[src/rtl/sbp_pkg.sv]
// sbp_pkg: shared constants, FSM states and latency helper for the lookup scheduler
package sbp_pkg;
    localparam int SBP_STAGE_NONE = 0;
    localparam int SBP_STAGE_ROOT = 1;
    typedef enum logic {RUN, BATCH} sbp_state_e;
    function automatic int sbp_lat(input int num_stages);
        return 2 * num_stages;
    endfunction
endpackage

[src/rtl/sbp_delay_line.sv]
// sbp_delay_line: fixed-depth shift register; reset clears only the valid (MSB) bit
module sbp_delay_line #(
    parameter int WIDTH = 37,
    parameter int DEPTH = 64
) (
    input  logic             clk,
    input  logic             rst,
    input  logic [WIDTH-1:0] d,
    output logic [WIDTH-1:0] q
);
    logic [WIDTH-1:0] line [DEPTH];
    always_ff @(posedge clk) begin
        line[0] <= d;
        for (int i = 1; i < DEPTH; i++) line[i] <= line[i-1];
        if (rst) for (int i = 0; i < DEPTH; i++) line[i][WIDTH-1] <= 1'b0;
    end
    assign q = line[DEPTH-1];
endmodule

[src/rtl/sbp_lookup_scheduler.sv]
// sbp_lookup_scheduler: shares the pipeline head between lookups and atomic update batches
module sbp_lookup_scheduler
    import sbp_pkg::*;
#(
    parameter int STAGE_ID_BITS    = 6,
    parameter int LOCATION_BITS    = 11,
    parameter int RESULT_BITS      = 24,
    parameter int NUM_STAGES       = 32,
    parameter int TAG_BITS         = 4,
    parameter int MAX_LOOKUP_BURST = 8
) (
    input  logic                     clk,
    input  logic                     rst,
    input  logic                     lk_valid_i,
    output logic                     lk_ready_o,
    input  logic [31:0]              lk_ip_addr_i,
    input  logic [TAG_BITS-1:0]      lk_tag_i,
    input  logic                     up_valid_i,
    output logic                     up_ready_o,
    input  logic [31:0]              up_prefix_i,
    input  logic [5:0]               up_prefix_len_i,
    input  logic [STAGE_ID_BITS-1:0] up_stage_id_i,
    input  logic [LOCATION_BITS-1:0] up_location_i,
    input  logic [RESULT_BITS-1:0]   up_result_i,
    input  logic                     up_last_i,
    output logic                     update_o,
    output logic [31:0]              ip_addr_o,
    output logic [5:0]               bit_pos_o,
    output logic [STAGE_ID_BITS-1:0] stage_id_o,
    output logic [LOCATION_BITS-1:0] location_o,
    output logic [RESULT_BITS-1:0]   result_o,
    input  logic [RESULT_BITS-1:0]   tail_result_i,
    output logic                     rsp_valid_o,
    output logic [31:0]              rsp_ip_addr_o,
    output logic [TAG_BITS-1:0]      rsp_tag_o,
    output logic [RESULT_BITS-1:0]   rsp_result_o,
    output logic                     idle_o
);
    localparam int LAT        = sbp_lat(NUM_STAGES);
    localparam int BURST_BITS = $clog2(MAX_LOOKUP_BURST + 1);
    localparam int INFL_BITS  = $clog2(LAT + 2);
    localparam int DL_WIDTH   = 1 + TAG_BITS + 32;

    sbp_state_e            state;
    logic [BURST_BITS-1:0] burst_cnt;
    logic [INFL_BITS-1:0]  inflight_cnt;
    logic                  burst_full, lk_grant, up_grant, head_lookup, retire;
    logic [TAG_BITS-1:0]   head_tag, tail_tag;
    logic [31:0]           tail_addr;

    assign burst_full = burst_cnt == BURST_BITS'(MAX_LOOKUP_BURST);
    // A waiting update only overtakes lookups once the burst allowance is used up
    assign lk_ready_o = !rst && state == RUN && !(up_valid_i && burst_full);
    assign up_ready_o = !rst && (state == BATCH || !lk_valid_i || burst_full);
    assign lk_grant   = lk_valid_i && lk_ready_o;
    assign up_grant   = up_valid_i && up_ready_o;
    assign idle_o     = inflight_cnt == '0 && state == RUN && !lk_grant && !up_grant;

    always_ff @(posedge clk) begin
        if (rst) begin
            state         <= RUN;
            burst_cnt     <= '0;
            inflight_cnt  <= '0;
            update_o      <= 1'b0;
            ip_addr_o     <= '0;
            bit_pos_o     <= '0;
            stage_id_o    <= '0;
            location_o    <= '0;
            result_o      <= '0;
            head_lookup   <= 1'b0;
            head_tag      <= '0;
            rsp_valid_o   <= 1'b0;
            rsp_ip_addr_o <= '0;
            rsp_tag_o     <= '0;
            rsp_result_o  <= '0;
        end else begin
            if (up_grant) state <= up_last_i ? RUN : BATCH;
            burst_cnt    <= (!up_valid_i || up_grant) ? '0 :
                            (lk_grant && !burst_full) ? burst_cnt + 1'b1 : burst_cnt;
            inflight_cnt <= inflight_cnt + INFL_BITS'(lk_grant) - INFL_BITS'(retire);
            update_o     <= up_grant;
            ip_addr_o    <= up_grant ? up_prefix_i : lk_grant ? lk_ip_addr_i : '0;
            bit_pos_o    <= up_grant ? up_prefix_len_i : '0;
            stage_id_o   <= up_grant ? up_stage_id_i :
                            lk_grant ? STAGE_ID_BITS'(SBP_STAGE_ROOT) : STAGE_ID_BITS'(SBP_STAGE_NONE);
            location_o   <= up_grant ? up_location_i : '0;
            result_o     <= up_grant ? up_result_i : '0;
            head_lookup  <= lk_grant;
            head_tag     <= lk_grant ? lk_tag_i : '0;
            rsp_valid_o   <= retire;
            rsp_ip_addr_o <= tail_addr;
            rsp_tag_o     <= tail_tag;
            rsp_result_o  <= tail_result_i;
        end
    end

    // Fed from the head registers so its output lines up with tail_result_i
    sbp_delay_line #(.WIDTH(DL_WIDTH), .DEPTH(LAT)) u_tags (
        .clk (clk),
        .rst (rst),
        .d   ({head_lookup, head_tag, ip_addr_o}),
        .q   ({retire, tail_tag, tail_addr})
    );
endmodule
[config.mk]
export PLATFORM = sky130hd
export DESIGN_NAME = sbp_lookup_scheduler
export DESIGN_NICKNAME = d
export VERILOG_FILES = /design/src/rtl/sbp_pkg.sv /design/src/rtl/sbp_delay_line.sv /design/src/rtl/sbp_lookup_scheduler.sv
export SDC_FILE = /design/constraint.sdc
export NUM_CORES = 1
export LEC_CHECK = 0
export CAP_MARGIN = 30
export CORE_ASPECT_RATIO = 1.5
export CORE_MARGIN = 2
export CORE_UTILIZATION = 35
export CTS_BUF_LIST = sky130_fd_sc_hd__clkbuf_4
export DETAILED_ROUTE_END_ITERATION = 6
export HOLD_SLACK_MARGIN = 0.06
export SLEW_MARGIN = 25
export SYNTH_ARGS = -nofsm -noshare
export SYNTH_HDL_FRONTEND = slang
export SYNTH_SLANG_ARGS = --single-unit
[constraint.sdc]
create_clock -name clk -period 3.3 [get_ports clk]
set_input_delay 0.33 -clock clk [delete_from_list [all_inputs] [get_ports clk]]
set_output_delay 0.33 -clock clk [all_outputs]
set_load 0.03 [all_outputs]
Word level (Yosys, flattened, before mapping)

Memories as Yosys holds them, arrays and structs flattened.
Index checks and enable logic that the tools add are counted.

Output and inout bits: 144
Memories: 1
Memory bits (writable): 2368
Bits of input ports: 144
Bits in registers: 158
Word-level logic and storage cells: 182

Muxes and demuxes: 71
Equal/unequal tests: 1
$add $sub $neg: 3
Bitwise logic cells: 67
Reductions and logical operators: 24

Memory list:

| name        | words | width | rd ports | clocked after Yosys merged registers in | write ports | RTL line             | RTL |
|---|---|---|---|---|---|---|---|
| u_tags.line | 64    | 37    | 64       | 0                                       | 64          | sbp_delay_line.sv:11 | `logic [WIDTH-1:0] line [DEPTH];` |

Operator list:

| operator            | count |
|---|---|
| $mux 1              | 68 |
| $mux 32             | 2 |
| $or 1x1->1 const A  | 64 |
| $logic_and 1x1->1   | 10 |
| $add 7x1->7         | 1 |
| $logic_not 1->1     | 7 |
| $logic_not 7->1     | 1 |
| $sub 7x1->7         | 1 |
| $mux 6              | 1 |
| $reduce_or 2->1     | 3 |
| $add 4x1->4 const B | 1 |
| $eq 4x4->1 const B  | 1 |
| $logic_or 1x1->1    | 3 |
| $not 1->1           | 3 |

Depth between registers and ports, before layout

Gate-level depths: netlist of the first run.

Depth in word-level cells: 8
Depth in mapped cells: 17

Cells and area by module

From an unflattened synthesis of the first run, not the netlist that was laid out.

Cell total of the unflattened synthesis: 2886
Area, all modules: 53194.8 um2

By module, submodules not included:

| module               | cells an instance | instances | area an instance (um2) |
|---|---|---|---|
| sbp_delay_line       | 2476              | 1         | 48320.1 |
| sbp_lookup_scheduler | 410               | 1         | 4874.7 |

Worst setup path after synthesis of the first run

No wires, ideal clock.

Path kind: flip-flop to flip-flop
From: register burst_cnt[0]
To: register inflight_cnt[6]
Setup slack: 0.440 ns
Required time: 3.172 ns
Arrival: 2.732 ns
Stages on the path, launching flop included: 18
Path through: dfxtp_1 -> inv_1 -> ha_1 -> nand2b_1 -> nor2_1 -> a21oi_1 -> buf_4 -> buf_6 -> inv_1 -> ha_1 -> inv_1 -> ha_1 -> inv_1 -> fa_1 -> nor2b_1 -> o311a_1 -> o21ai_1 -> nand4b_1

Cells in the longest elaborated chain, start to end: 7

RTL lines:

| element                  | RTL line                   | RTL |
|---|---|---|
| start: declaration       | sbp_lookup_scheduler.sv:45 | `logic [BURST_BITS-1:0] burst_cnt;` |
| start signal: assignment | sbp_lookup_scheduler.sv:78 | `burst_cnt <= (!up_valid_i \|\| up_grant) ? '0 :` |
| $eq 4x4->1               | sbp_lookup_scheduler.sv:51 | `assign burst_full = burst_cnt == BURST_BITS'(MAX_LOOKUP_BURST);` |
| $logic_and 1x1->1        | sbp_lookup_scheduler.sv:53 | `assign lk_ready_o = !rst && state == RUN && !(up_valid_i && burst_full);` |
| $logic_not 1->1          | sbp_lookup_scheduler.sv:53 |  |
| $logic_and 1x1->1        | sbp_lookup_scheduler.sv:53 |  |
| $logic_and 1x1->1        | sbp_lookup_scheduler.sv:55 | `assign lk_grant = lk_valid_i && lk_ready_o;` |
| $add 7x1->7              | sbp_lookup_scheduler.sv:80 | `inflight_cnt <= inflight_cnt + INFL_BITS'(lk_grant) - INFL_BITS'(retire);` |
| $sub 7x1->7              | sbp_lookup_scheduler.sv:80 |  |
| end signal: assignment   | sbp_lookup_scheduler.sv:80 |  |
| end: declaration         | sbp_lookup_scheduler.sv:46 | `logic [INFL_BITS-1:0] inflight_cnt;` |

Every way passes these cells.
A chain may end at the register's enable or synchronous reset.

Final worst setup path of the first run

From: register inflight_cnt[3]
To: output port idle_o

Cells in the longest elaborated chain, start to end: 4

RTL lines:

| element                        | RTL line                   | RTL |
|---|---|---|
| $logic_not 7->1                | sbp_lookup_scheduler.sv:57 | `assign idle_o = inflight_cnt == '0 && state == RUN && !lk_grant && !up_grant;` |
| $logic_and 1x1->1 (3 in a row) | sbp_lookup_scheduler.sv:57 |  |
| end: declaration               | sbp_lookup_scheduler.sv:37 | `output logic idle_o` |

Every way passes these cells.

==> results of run 1 <==
[final cells by class]
| cell class | instances | area (sq um) |
|---|---|---|
| fill | 13400 | 82600 |
| sequential | 2526 | 50600 |
| clock buffer | 852 | 6400 |
| timing repair buffer | 509 | 5090 |
| tap | 1936 | 2420 |
| multi-input combinational | 275 | 1930 |
| clock inverter | 94 | 701 |
| inverter | 14 | 52.6 |
| antenna | 5 | 12.5 |
[state kept, by name (all words and copies together), names as in the netlist, 6 cells and up]
register,cells
u_tags.line,2368
ip_addr_o,32
rsp_ip_addr_o,32
result_o,24
rsp_result_o,24
location_o,11
inflight_cnt,7
bit_pos_o,6
stage_id_o,6
[worst max-delay path by stage]
stage	from	end	slack [ns]	cells after the start
floorplan	burst_cnt[0]	inflight_cnt[6]	0.44	17
global placement	up_valid_i	inflight_cnt[6]	0.32	12
detailed placement	up_valid_i	inflight_cnt[6]	0.38	12
CTS	burst_cnt[0]	lk_ready_o	0.01	6
global route	inflight_cnt[2]	idle_o	-0.002	5
finish	inflight_cnt[3]	idle_o	0.32	5
[repair_timing]
action / CTS / global route
resized for setup: 4 / 3
hold buffers: 211 / 0
pin swaps: 1 / 0
setup buffers: 1 / 0
hold endpoints to repair: 162 / 0
setup endpoints to repair: 3 / 1
[routing by layer]
layer | vias to the layer above | wire length [microns]
met5 | - | 0
met4 | 0 | 2240
met3 | 163 | 5980
met2 | 704 | 28200
met1 | 10500 | 22200
li1 | 11400 | -
[power by group through the flow]
stage	combinational, W	clock (W)	sequential [W]
after floorplan	0.000285	0	0.0330
after global placement	0.000850	0	0.0329
after detailed placement	0.000833	0	0.0330
after CTS	0.00104	0.0244	0.0323
after global routing	0.00113	0.0259	0.0324
final	0.00104	0.0230	0.0323
[cells by family after synthesis]
family,Yosys count
DFF,2526
and+or+nand+nor,212
AOI/OAI and AO/OA,48
buffers and inverters,48
adders and majority gates,12
xor gates and xnor gates,3
[per-stage QoR]
step                util (%)  setup TNS (ns)  hold WS (ns)  cell area [sq um]  power, W
finish                  44.8               0         0.274              67200    0.0563
global route            44.8        -0.00153         0.110              67200    0.0594
CTS                     44.8               0        0.0610              67100    0.0577
detailed placement      38.7               0         0.312              57900    0.0338
global placement        38.7               0         0.310              57900    0.0338
floorplan                  -               0         0.310              52700    0.0332
[cells in the final DEF, fill, tap and decap left out, drive strengths merged, types with 3 or more instances in the layout]
master and instances:
a22o 32, and2 5, and3 47, buf 12
bufinv 12, clkbuf 853, clkdlybuf4s50 283, clkinv 62
clkinvlp 3, dfxtp 2526, diode 5, dlygate4sd3 211
ha 11, inv 31, nand3 4, nor2 12
nor2b 129
==> results.yml, run 1 <==
global_routing:
  grt_pass1_vias: 23600
  grtUsageMet2_pct: 12.8
  gr-max-usage-layer: "met2"
  track_usage_pct: 7.92
  grt.overflow.total: 0
  grt_max_degree: 100
  antenna_found_initial: 3
  grt_pass1_wl_microns: 99800
  gr-usage-met1_pct: 6.91
  grt_use_met3_pct: 5.00
yosys:
  async_reset_ff_share_pct: 0
  syn_area_sq_mm: 0.0527
  synth_edf_count: 0
  synth_compound_area_share_pct: 0.793
  yosysMostFrequentCell: "dfxtp_1"
  synth_top_area_cell: "dfxtp_1"
  synthesis.nets: 3005
  synth_top_flop_cell: "dfxtp_1"
  yosysWarnings: 0
  synthAdderAreaFrac_pct: 0.299
  avgSynthCellArea_sq_um: 18.5
  synth_seq_cells: 2526
  synthMuxAreaShare_pct: 0
  ys_types: 40
  synth.top_cells.by_count: "dfxtp_1, nor2b_1, and3_1"
  synthXorXnorAreaFrac_pct: 0.0498
  synth_top_family_by_area: "simple AND/OR/NAND/NOR gates"
  netlist_instances: 2849
  synth_seq_area_share_pct: 95.9
  synthTopCellsByArea: "dfxtp_1, nor2b_1, and3_1"
  synthSimpleGateAreaFrac_pct: 2.49
  synth_top_area_share_pct: 95.9
power_and_ir_drop:
  p_comb_share_pct: 1.9
  power_frac_seq_pct: 57.3
  switching_power_w: 0.0110
  p_sw_share_pct: 19.6
  p_leak_nw: 28.0
  power.density_mw_per_mm2: 837
  peakVddDrop_v: 0.000333
  p_clk_share_pct: 40.8
  p_int_w: 0.0452
sta:
  finalCriticalPeriod_ns: 2.98
  setup_viol: 0
  clock.fmax_mhz: 336
  hold_viol: 0
  report.final.slew_viol_count: 0
  timing.slew.headroom_pct: 57.5
  fin_ws_ns: 0.323
  max_slew.worst_pin.slew_ns: 0.636
  fin_skew_ns: 0.0634
  period_share_pct: 90.2
setup_path:
  start_kind: "flip-flop"
  cp_max_fo: 2
  crit_required_ns: 2.97
  worstPathArrival_ns: 2.65
  worst-setup-path-type: "flip-flop to output port"
  cp_top_family: "buffers and inverters"
  cp_cell_sequence: "inv_1 -> ha_1 -> nor4b_2 -> o2111a_1 -> dlygate4sd2_1"
  timing.rr.end: "inflight_cnt[6]"
  ff2ff_path_depth: 15
  critPathMaxStageDelay_ns: 0.42
  end_kind: "output port"
  r2r-start: "burst_cnt[0]"
  slowest_stage: "dlygate4sd2_1"
  timing.critical_path.buf_inv: 2
  r2r_setup_slack_ns: 0.46
detailed_routing:
  vias_per_cell: 3.66
  first_iter_violations: 437
  wirelength_microns: 58700
  drc: 0
  wl_per_cell_microns: 9.44
  vias: 22800
  firstDrtPassIters: 4
  ant_nets: 0
floorplanning:
  coreArea_sq_mm: 0.150
  die_x_microns: 321
  row_count: 174
  initial_core_util_pct: 35.2
  dieArea_sq_mm: 0.154
  die_height_microns: 479
  io_pins: 288
clocking:
  root_buffer: "clkbuf_4"
  h-tree-depth: 6
  clk_path_buf_depth: 4
  clk_latency_ns: 1.18
  cts.sinks: 2526
  cts_tree: "built"
  numCtsBuffers: 582
  clk_pin_slew_ns: 0.07
placed_design:
  placed_cells: 5047
  place.gp.congestion: 0.735
  io_buffers: 287
  dpl.hpwl_microns: 27900
  preCtsSetupSlack_ns: 0.383
worst_hold_path:
  hold_path_end: "u_tags.line[0][1179]"
  min_from: "u_tags.line[0][1142]"
  min_path_type: "flip-flop to flip-flop"
  holdPathStages: 0
run_status:
  status: "complete, no violations"
final_layout:
  nets: 4064
  drive_gt1_share_pct: 21.4
  syn_to_final_growth_pct: 27.4
  stdcell_count: 6211
run:
  maxCapViolCount: 0
Note: power is estimated with default switching activity, not from simulation.
==> run 2, diff against run 1 <==
CTS_BUF_LIST = sky130_fd_sc_hd__clkbuf_16   (was sky130_fd_sc_hd__clkbuf_4)
GPL_ROUTABILITY_DRIVEN = 1   (was default)
==> run 2 against run 1 <==
Combinational power down 8%. Flip-flop and latch count unchanged. Clock skew down 0.026 ns. Worst hold slack worse by 0.11 ns. Worst setup slack worse by 0.060 ns. Sequential share of layout area up 1.0 points. First-iteration DRC count up 51%. Critical path type unchanged. Highest routed layer unchanged.
==> results.yml, run 2 (same netlist as run 1, synthesis figures left out) <==
setup_path:
  worst-setup-path-type: "flip-flop to output port"
  critPathMaxStageDelay_ns: 0.69
  crit_required_ns: 2.97
  ff2ff_path_depth: 15
  cp_max_fo: 2
  r2r-start: "burst_cnt[0]"
  timing.critical_path.buf_inv: 2
  slowest_stage: "clkdlybuf4s50_1"
  start_kind: "flip-flop"
  end_kind: "output port"
  cp_cell_sequence: "inv_1 -> ha_1 -> nor4b_1 -> o2111a_1 -> clkdlybuf4s50_1"
  worstPathArrival_ns: 2.71
  r2r_setup_slack_ns: 0.50
  cp_top_family: "buffers and inverters"
  timing.rr.end: "inflight_cnt[6]"
  setup.worst_path.start: "inflight_cnt[2]"
power_and_ir_drop:
  p_clk_share_pct: 42.5
  p_sw_share_pct: 19.4
  p_comb_share_pct: 1.6
  power_frac_seq_pct: 55.9
  switching_power_w: 0.0112
  peakVddDrop_v: 0.000452
  p_int_w: 0.0465
  p_leak_nw: 26.9
  power.density_mw_per_mm2: 871
sta:
  setup-tns-final_ns: 0
  setup_viol: 0
  finalCriticalPeriod_ns: 3.04
  report.final.slew_viol_count: 0
  hold_viol: 0
  timing.slew.headroom_pct: 54.5
  fin_skew_ns: 0.0371
  rsz0062_at_grt: "no"
  max_slew.worst_pin.slew_ns: 0.681
  period_share_pct: 92.0
  clock.fmax_mhz: 329
detailed_routing:
  vias_per_cell: 3.62
  wl_per_cell_microns: 9.83
  firstDrtPassIters: 4
  first_iter_violations: 660
  vias: 20100
  ant_nets: 0
  drc: 0
  wirelength_microns: 54600
final_layout:
  layout_common_cells: "dfxtp_1, clkdlybuf4s50_1, clkbuf_16, nor2b_1, dlygate4sd3_1"
  fill_cells: 13100
  multi_input_area_sq_mm: 0.00193
  diodes: 0
  largest_reg_flops: 2368
  regMostFlops: "u_tags.line"
  stdcell_count: 5555
  drive_gt1_share_pct: 8.98
  syn_to_final_growth_pct: 25.7
  nets: 3600
  fin_util_pct: 44.2
  ff_latch_area_sq_mm: 0.0506
  top_regs: "u_tags.line: 2368 flops, ip_addr_o: 32 flops, rsp_ip_addr_o: 32 flops"
  final_common_cell: "dfxtp_1"
clocking:
  clk_pin_slew_ns: 0.07
  numCtsBuffers: 207
  clk_path_buf_depth: 3
  clk_latency_ns: 0.81
  h-tree-depth: 4
  cts_tree: "built"
  cts.sinks: 2526
  root_buffer: "clkbuf_16"
placed_design:
  placed_cells: 5047
  place.gp.congestion: 0.735
  io_buffers: 287
  dpl.hpwl_microns: 27900
floorplanning:
  io_pins: 288
  die_height_microns: 479
  row_count: 174
  die_x_microns: 321
  dieArea_sq_mm: 0.154
  coreArea_sq_mm: 0.150
  initial_core_util_pct: 35.2
worst_hold_path:
  min_path_type: "input pin to flip-flop"
  hold_path_end: "result_o[12]"
  min_from: "up_result_i[12]"
  holdPathStages: 2
global_routing:
  grt_use_met3_pct: 3.92
  grt_pass1_vias: 19500
  antenna_found_initial: 1
  gr-usage-met1_pct: 7.25
  track_usage_pct: 7.24
  grt_pass1_wl_microns: 90500
  grt.overflow.total: 0
  grt_max_degree: 100
  grtUsageMet2_pct: 11.8
  gr-max-usage-layer: "met2"
run_status:
  status: "complete, no violations"
run:
  maxCapViolCount: 0
run 2: changes by cell type in the layout (fill, tap and decap cells not counted), sizes merged, moves of 10 or more:
cell	change
clkbuf	-644
inv	+18
clkinv	+34
bufinv	+19
dlygate4sd3	-88
clkinvlp	+10
run 2: layout make-up:
| type | count | share of cell area, % |
|---|---|---|
| clock buffers | 209 | 7.89 |
| clock inverters | 175 | 2.80 |
| flip-flops and latches | 2526 | 76.3 |
| inverters | 14 | 0.0793 |
| multi-input cells | 275 | 2.91 |
| repair buffers | 420 | 6.35 |
| well taps | 1936 | 3.66 |
run 2: how the worst max path moves through the flow:
stage | end | slack [ns] | cells past startpoint
after detailed placement | inflight_cnt[6] | 0.38 | 12
after floorplan | inflight_cnt[6] | 0.44 | 17
after global routing | idle_o | 0.02 | 5
final | idle_o | 0.26 | 5
after global placement | inflight_cnt[6] | 0.32 | 12
after CTS | idle_o | 0.11 | 5
run 2: worst reg2reg max path, cell delays in order, from the launching register on:
cell and delay (ns):
dfxtp_1 0.37, inv_1 0.06, ha_1 0.23, nand2b_1 0.11
nor2_1 0.09, a21oi_4 0.15, inv_1 0.08, ha_1 0.27
inv_1 0.05, ha_1 0.19, inv_1 0.07, fa_1 0.40
nor2b_1 0.16, o311a_1 0.23, o21ai_1 0.08, nand4b_1 0.16
run 2: power groups by stage:
stage / clock, W / sequential, W / combinational, W
final: 0.0245 / 0.0323 / 0.000952
after CTS: 0.0255 / 0.0323 / 0.000961
after global placement: 0 / 0.0329 / 0.000850
after floorplan: 0 / 0.0330 / 0.000285
after detailed placement: 0 / 0.0330 / 0.000833
after global routing: 0.0267 / 0.0324 / 0.00103
run 2: through the flow:
step / hold slack, ns / instance area (sq um) / worst slack [ns] / total power, W
floorplan: 0.310 / 52700 / 0.440 / 0.0332
global placement: 0.310 / 57900 / 0.323 / 0.0338
detailed placement: 0.312 / 57900 / 0.383 / 0.0338
CTS: 0.0612 / 66200 / 0.108 / 0.0588
global route: 0.0792 / 66300 / 0.0246 / 0.0602
finish: 0.160 / 66300 / 0.264 / 0.0577
run 2: layer usage:
| layer | vias up | part of all wire [%] |
|---|---|---|
| met5 | - | 0 |
| met4 | 0 | 4.2 |
| met3 | 169 | 10 |
| met2 | 521 | 45 |
| met1 | 9331 | 40 |
| li1 | 10100 | - |
run 2: what timing repair did:
item	CTS	global route
setup buffers	0	0
resized for setup	0	0
hold endpoints to repair	112	0
hold buffers	123	0
==> run 3, diff against run 2 <==
CORE_ASPECT_RATIO = default   (was 1.5)
PLACE_DENSITY = 0.54   (was default)
==> run 3 against run 2 <==
Clock power decreased by 2%. Sequential power is essentially flat. Via count decreased by 0.67%. Non-clock buffer count rose by 1. Core utilization is essentially flat. Worst hold slack improved by 0.0058 ns. Design area hardly changed. Final cell count grew 2.0%. Sequential share of layout area barely moved. Critical path depth increased by 1. Critical path type unchanged.
==> results.yml, run 3 (same netlist as run 1, synthesis figures left out) <==
run_status:
  status: "complete, no violations"
sta:
  clock.fmax_mhz: 322
  period_share_pct: 94.2
  hold_viol: 0
  finalCriticalPeriod_ns: 3.11
  fin_skew_ns: 0.0249
  setup_viol: 0
  rsz0062_at_grt: "no"
  max_slew.worst_pin.slew_ns: 0.783
  fin_ws_ns: 0.192
  setup-tns-final_ns: 0
  timing.slew.headroom_pct: 47.8
  report.final.slew_viol_count: 0
worst_hold_path:
  min_path_type: "input pin to flip-flop"
global_routing:
  grt_pass1_wl_microns: 83200
  grt.overflow.total: 0
  grt_pass1_vias: 19200
  track_usage_pct: 6.54
  grt_max_degree: 81
  antenna_found_initial: 2
floorplanning:
  die_height_microns: 392
  io_pins: 288
  coreArea_sq_mm: 0.150
  initial_core_util_pct: 35.2
  row_count: 142
  dieArea_sq_mm: 0.154
  die_x_microns: 392
final_layout:
  stdcell_area_sq_mm: 0.0662
  drive_gt1_share_pct: 8.20
  syn_to_final_growth_pct: 25.7
  final_common_cell: "dfxtp_1"
  diodes: 0
  fill_cells: 13000
  fin_util_pct: 44.2
  regMostFlops: "u_tags.line"
  top_regs: "u_tags.line: 2368 flops, ip_addr_o: 32 flops, rsp_ip_addr_o: 32 flops"
  multi_input_area_sq_mm: 0.00193
  largest_reg_flops: 2368
  nets: 3620
  layout_common_cells: "dfxtp_1, clkdlybuf4s50_1, clkbuf_16, nor2b_1, dlygate4sd3_1"
  ff_latch_area_sq_mm: 0.0506
detailed_routing:
  vias: 20000
  wirelength_microns: 49200
  drc: 0
  ant_nets: 0
  wl_per_cell_microns: 8.68
  first_iter_violations: 539
  firstDrtPassIters: 6
  vias_per_cell: 3.53
placed_design:
  dpl_cell_area_sq_mm: 0.0580
  place.gp.congestion: 0.665
  dpl.hpwl_microns: 21900
  io_buffers: 287
  preCtsSetupSlack_ns: 0.201
clocking:
  clk_pin_slew_ns: 0.06
  cts.sinks: 2526
  post-cts-setup-buffers: 0
  clk_latency_ns: 0.79
  clk_path_buf_depth: 3
  numCtsBuffers: 226
  cts_tree: "built"
  root_buffer: "clkbuf_16"
  h-tree-depth: 4
power_and_ir_drop:
  p_comb_share_pct: 1.6
  switching_power_w: 0.0111
  p_int_w: 0.0459
  p_sw_share_pct: 19.4
  p_clk_share_pct: 41.8
  power.density_mw_per_mm2: 861
  power_frac_seq_pct: 56.5
  p_leak_nw: 27.0
  total_power_w: 0.0570
  peakVddDrop_v: 0.000441
setup_path:
  cp_max_fo: 46
  crit_required_ns: 2.97
  worst-setup-path-type: "flip-flop to output port"
  start_kind: "flip-flop"
  worstPathArrival_ns: 2.78
  end_kind: "output port"
  cp_top_family: "buffers and inverters"
  timing.critical_path.buf_inv: 3
  critPathMaxStageDelay_ns: 0.73
  slowest_stage: "clkdlybuf4s50_1"
  cp_cell_sequence: "inv_1 -> ha_1 -> nand3b_4 -> a31oi_4 -> buf_6 -> clkdlybuf4s50_1"
run:
  maxCapViolCount: 0
-- run 3: power by group through the flow --
stage / Combinational, W / Clock, W / Sequential (W)
floorplan: 0.000285 / 0 / 0.0330
global placement: 0.000738 / 0 / 0.0329
detailed placement: 0.000777 / 0 / 0.0329
CTS: 0.000909 / 0.0250 / 0.0323
global route: 0.000987 / 0.0263 / 0.0324
finish: 0.000918 / 0.0239 / 0.0322
-- run 3: worst paths after layout --
path	from	end	slack, ns	depth (start not counted)
worst max-delay path	burst_cnt[0]	up_ready_o	0.19	6
worst min-delay path	up_result_i[12]	result_o[12]	0.17	2
worst max register to register	burst_cnt[0]	inflight_cnt[6]	0.36	15
worst min register to register	u_tags.line[0][2223]	u_tags.line[0][2260]	0.31	0
-- run 3: metrics by stage --
stage | hold WS (ns) | std cells
after global placement | 0.309 | 5124
after floorplan | 0.310 | 2849
final | 0.166 | 5664
after CTS | 0.0618 | 5664
after global routing | 0.0876 | 5664
after detailed placement | 0.312 | 5124
-- run 3: area by class of cell --
class,count,share of cell area [%]
Clock inverter,185,1.95
Multi-Input combinational cell,275,2.91
Sequential cell,2526,76.3
Clock buffer,227,8.57
Timing Repair Buffer,421,6.34
Inverter,14,0.0793
Tap cell,2016,3.81
-- run 3: what timing repair did --
action,CTS,global route
setup endpoints to repair,0,1
hold endpoints to repair,133,0
hold buffers,128,0
resized for setup,0,1
-- run 3: routing by layer --
metal,track usage (%),up-vias,routed length [microns]
met3,3.42,208,4500
met2,10.5,511,22000
met4,4.63,2,2340
li1,-,10200,-
met1,6.47,9096,20300
met5,0,-,13
